$ cat config.mk
export PLATFORM = sky130hd
export DESIGN_NAME = countdown_timer
export DESIGN_NICKNAME = d
export VERILOG_FILES = /design/src/rtl/timer_pkg.sv /design/src/rtl/tick_prescaler.sv /design/src/rtl/countdown_timer.sv
export SDC_FILE = /design/constraint.sdc
export NUM_CORES = 1
export LEC_CHECK = 0
export ABC_AREA = 0
export BUFFER_PORTS_ARGS = -buffer_cell sky130_fd_sc_hd__buf_2
export CAP_MARGIN = 20
export CORE_UTILIZATION = 29
export DETAILED_ROUTE_END_ITERATION = 10
export PLACE_DENSITY = 0.58
export SLEW_MARGIN = 10
export SYNTH_ARGS = -nofsm -noshare
export SYNTH_HDL_FRONTEND = slang
export SYNTH_HIERARCHICAL = 1
export SYNTH_SLANG_ARGS = --single-unit
export TNS_END_PERCENT = 10
$ cat constraint.sdc
create_clock -name i_clk -period 3.9 [get_ports i_clk]
set_input_delay 0 -clock i_clk [delete_from_list [all_inputs] [get_ports i_clk]]
set_output_delay 0 -clock i_clk [all_outputs]
set_load 0.005 [all_outputs]
$ cat src/rtl/timer_pkg.sv
// rtl/timer_pkg.sv - shared types, limits and saturation helper for the countdown timer
package timer_pkg;

    typedef enum logic [1:0] {
        IDLE  = 2'd0,
        RUN   = 2'd1,
        PAUSE = 2'd2,
        DONE  = 2'd3
    } timer_state_t;

    localparam int MAX_VALUE = 99;
    localparam int CNT_W     = 7;

    // Clamp an 8-bit intermediate to the two-digit display ceiling.
    function automatic logic [CNT_W-1:0] sat_max(input logic [CNT_W:0] v);
        if (v > (CNT_W+1)'(MAX_VALUE)) begin
            return CNT_W'(MAX_VALUE);
        end
        return v[CNT_W-1:0];
    endfunction

endpackage

$ cat src/rtl/tick_prescaler.sv
// rtl/tick_prescaler.sv - divide-by-DIV tick generator, holds its phase while disabled
module tick_prescaler #(
    parameter int DIV = 10
) (
    input  logic i_clk,
    input  logic i_rst,
    input  logic i_en,
    input  logic i_clr,
    output logic o_tick
);

    localparam int W = (DIV > 2) ? $clog2(DIV) : 1;
    localparam logic [W-1:0] LAST = W'(DIV - 1);

    logic [W-1:0] cnt_q;
    logic [W-1:0] cnt_d;

    always_comb begin
        cnt_d = cnt_q;
        if (i_clr) begin
            cnt_d = '0;
        end else if (i_en) begin
            cnt_d = (cnt_q == LAST) ? '0 : cnt_q + 1'b1;
        end
    end

    always_ff @(posedge i_clk) begin
        if (i_rst) begin
            cnt_q <= '0;
        end else begin
            cnt_q <= cnt_d;
        end
    end

    assign o_tick = i_en && (cnt_q == LAST);

endmodule

$ cat src/rtl/countdown_timer.sv
// rtl/countdown_timer.sv - 0..99 seconds countdown with load, start, pause, bonus add and expiry flags
module countdown_timer
    import timer_pkg::*;
#(
    parameter int CLK_FREQ   = 50_000_000,
    parameter int TICK_HZ    = 1,
    parameter int INIT_VALUE = 60
) (
    input  logic             i_clk,
    input  logic             i_rst,
    input  logic             i_load,
    input  logic [CNT_W-1:0] i_load_value,
    input  logic             i_start,
    input  logic             i_pause,
    input  logic             i_add,
    input  logic [CNT_W-1:0] i_add_value,
    output logic [31:0]      o_value,
    output logic             o_running,
    output logic             o_done,
    output logic             o_expired
);

    localparam int DIV = CLK_FREQ / TICK_HZ;

    timer_state_t     state_q, state_d;
    logic [CNT_W-1:0] count_q, count_d;
    logic             running_q;
    logic             done_q, done_d;
    logic             expired_q, expired_d;
    logic             tick;
    logic [CNT_W:0]   sum;
    logic [CNT_W-1:0] next_count;

    // Clearing throughout IDLE covers both load and the IDLE->RUN restart.
    tick_prescaler #(
        .DIV(DIV)
    ) u_prescaler (
        .i_clk (i_clk),
        .i_rst (i_rst),
        .i_en  (state_q == RUN),
        .i_clr (i_load || (state_q == IDLE)),
        .o_tick(tick)
    );

    // count is never 0 in RUN, so subtracting the tick cannot underflow.
    assign sum        = {1'b0, count_q} + (i_add ? {1'b0, i_add_value} : '0) - {{CNT_W{1'b0}}, tick};
    assign next_count = sat_max(sum);

    always_comb begin
        state_d   = state_q;
        count_d   = count_q;
        done_d    = 1'b0;
        expired_d = expired_q;
        if (i_load) begin
            count_d   = sat_max({1'b0, i_load_value});
            state_d   = IDLE;
            expired_d = 1'b0;
        end else begin
            case (state_q)
                IDLE: begin
                    if (i_start && (count_q != '0)) begin
                        state_d = RUN;
                    end
                end
                RUN: begin
                    count_d = next_count;
                    if (next_count == '0) begin
                        state_d   = DONE;
                        done_d    = 1'b1;
                        expired_d = 1'b1;
                    end else if (i_pause) begin
                        state_d = PAUSE;
                    end
                end
                PAUSE: begin
                    count_d = next_count;
                    if (i_start) begin
                        state_d = RUN;
                    end
                end
                default: ;
            endcase
        end
    end

    always_ff @(posedge i_clk) begin
        if (i_rst) begin
            state_q   <= IDLE;
            count_q   <= CNT_W'(INIT_VALUE);
            running_q <= 1'b0;
            done_q    <= 1'b0;
            expired_q <= 1'b0;
        end else begin
            state_q   <= state_d;
            count_q   <= count_d;
            running_q <= (state_d == RUN);
            done_q    <= done_d;
            expired_q <= expired_d;
        end
    end

    assign o_value   = {{(32-CNT_W){1'b0}}, count_q};
    assign o_running = running_q;
    assign o_done    = done_q;
    assign o_expired = expired_q;

endmodule

==> metrics <==
placed instance area 0.00298 mm^2; status finished, final reports clean; Setup crit end kind flip-flop; number of remaining DRC errors 0; capturing point of the worst reg2reg path count_q[4]$_SDFFE_PP1P_; Finished Cell Area 0.00311 mm^2; worst skew pair latency 300 ps; FILL cells ~1000; n_diodes 0; placer congestion estimate 0.874; commonest non-fill, non-tap cell in the layout dfxtp_1; fin crit share 93.1%; headroom to the max-slew limit between 40% and 50%; Area Growth Syn to Fin 9.96%; worst-path fanout max 6; Final Max Slew Viols 0; Post-CTS Resized 0; Critical R2R Launch u_prescaler/cnt_q[0]$_SDFFE_PP0P_; Leakage about 1.2 nW; hold crit path type primary input to flip-flop; share of cells above drive strength 1 14.3%; Synth cell types 66; gr ovfl total 0; clock sink count 38; Mapped Avg Cell Area 8.03 um^2; largest net degree at the start of global routing 19; DIE HEIGHT 101 um; clock-pin slew on the worst setup and hold paths 80 ps; WL/cell 12.5 um; Starting Density 30.3%; router iterations before antenna repair 4; die area 0.0101 mm^2; Synthesis Warnings 6; measured slew at the worst slew-check pin 830 ps; Worst R2R Path Depth 14; hold depth 3; WS Path Type flip-flop to flip-flop; number of flops mapped to enable cells by yosys 0; CTS hold repair buffers 2; initial antenna violation count 0; DRT Wirelength 6350 um; CP Launch Type flip-flop; setup bufs post-CTS 0; Setup crit start u_prescaler/cnt_q[0]$_SDFFE_PP0P_; Layout Utilization 33.3%; All-Layer GR Usage roughly an eighth; reg2reg setup slack 270 ps; Yosys top cell by area dfxtp_1; detailed-route via count 2506; fraction of registers with async set or reset after synthesis 0%; setup violators final 0; vias per inst 4.94; mapped cell area 0.00283 mm^2; CTS max path bufs 2; io pins 55; Detail Route Antenna Nets 0; IO buf count 29; CTS buffer count 5; Top FF cell, synth dfxtp_1; Final Hold Viols 0; vias in the first global route 2316; Post-DP HPWL 5010 um; Peak VDD IR 0.000166 V; first-pass GRT wire length about 11000 um; WP data required roughly 4100 ps; max_cap viols 0; fin nets around 420; clock root buffer clkbuf_8; Core Box Area 0.00933 mm^2; share of Yosys cell area claimed by the top area cell type 26.9%; Hold EP count_q[2]$_SDFFE_PP1P_; largest cells by area after synthesis dfxtp_1, ha_1, buf_4; num rows 35; min Tclk post-route 3630 ps; Hold Crit Start i_load_value[2]; number of synthesized register bits 38; Die X 101 um; cell count after synthesis 352; starting DRC count in detailed routing a little over 80; Seq/Total Area, Yosys 26.9%; setup tns final 0 ps; htree depth 2; CTS tree done; Clock Skew 9.38 ps; pwr/cell area 344 mW/mm^2; f_max ~280 MHz; Arr. time, crit path between 3000 and 4000 ps; commonest cells after routing, fill and taps aside dfxtp_1, inv_1, nand2_1; RSZ-0062 raised after global routing no
-- cell families after synthesis --
| kind of cell | after synthesis | share of synthesized area [%] |
|---|---|---|
| DFF | 38 | 26.9 |
| buffers and inverters | 69 | 13.1 |
| other | 1 | 0.133 |
| and+or+nand+nor | 139 | 26.9 |
| AOI/OAI and AO/OA | 66 | 17.4 |
| muxes | 1 | 0.354 |
| xor gates and xnor gates | 17 | 5.53 |
| adders and majority gates | 21 | 9.56 |
-- stage by stage --
step | worst slack (ps) | instances | power (mW) | hold WS, ps
final | 270 | 507 | 1.07 | 50.0
after global routing | 23.4 | 507 | 1.14 | 72.6
after CTS | 265 | 507 | 1.08 | 24.8
after detailed placement | 293 | 497 | 0.745 | 236
after global placement | 410 | 497 | 0.738 | 231
after floorplan | 371 | 376 | 0.690 | 76.8
-- synth_stat cells, drive strengths merged (5+ instances only) --
master	number
buf	32
or3	10
nand2	30
inv	30
xnor2	7
nor2	25
dfxtp	38
o31ai	9
nand3	12
ha	20
clkbuf	7
or4	11
xor2	10
o21ai	10
nand4	14
nor3	8
a21oi	19
nor4	5
-- power by group --
part	total (mW)	internal, mW	switching (mW)	leakage (nW)
clock	0.330	0.188	0.141	0.0579
sequential	0.410	0.398	0.0120	0.308
combinational	0.329	0.144	0.185	0.843
total	1.07	0.731	0.338	1.21
-- worst max-delay path, cell delays in order (launching register included) --
cell     delay, ps
dfxtp_1        430
ha_1           230
and3_1         190
nand4_1        140
nor3_1         280
ha_1           180
inv_1           40
ha_1           200
fa_1           450
a21o_1         210
nand3_1         90
a21oi_1         90
nor4_1         460
nor3_1         140
a311o_1        370
-- worst max-delay path by stage --
stage               slack, ps                 endpoint  cells after the start
floorplan                 370  count_q[4]$_SDFFE_PP1P_                     17
CTS                       260  count_q[4]$_SDFFE_PP1P_                     14
global route               20  count_q[4]$_SDFFE_PP1P_                     14
detailed placement        290  count_q[4]$_SDFFE_PP1P_                     14
finish                    270  count_q[4]$_SDFFE_PP1P_                     14
global placement          410        o_done$_SDFF_PP0_                     14
-- sequential cells by signal (all words and copies together), names as in the netlist --
name               flops
o_running              1
state_q                2
u_prescaler/cnt_q     26
o_expired              1
count_q                7
o_done                 1
-- layout make-up --
type	instances	area, um^2	share of cell area, %
Tap cell	129	161	5.19
Timing Repair Buffer	33	180	5.79
Clock buffer	5	68.8	2.21
Multi-Input combinational cell	269	1790	57.4
Sequential cell	38	761	24.5
Inverter	30	113	3.62
Clock inverter	3	40.0	1.29
-- layer usage --
layer	track usage, %	share of wire, %
met1	17.0	46
met2	23.1	49
met3	2.29	3.9
met4	3.12	0.69
met5	0	0
(Power assumes the default switching activity.)
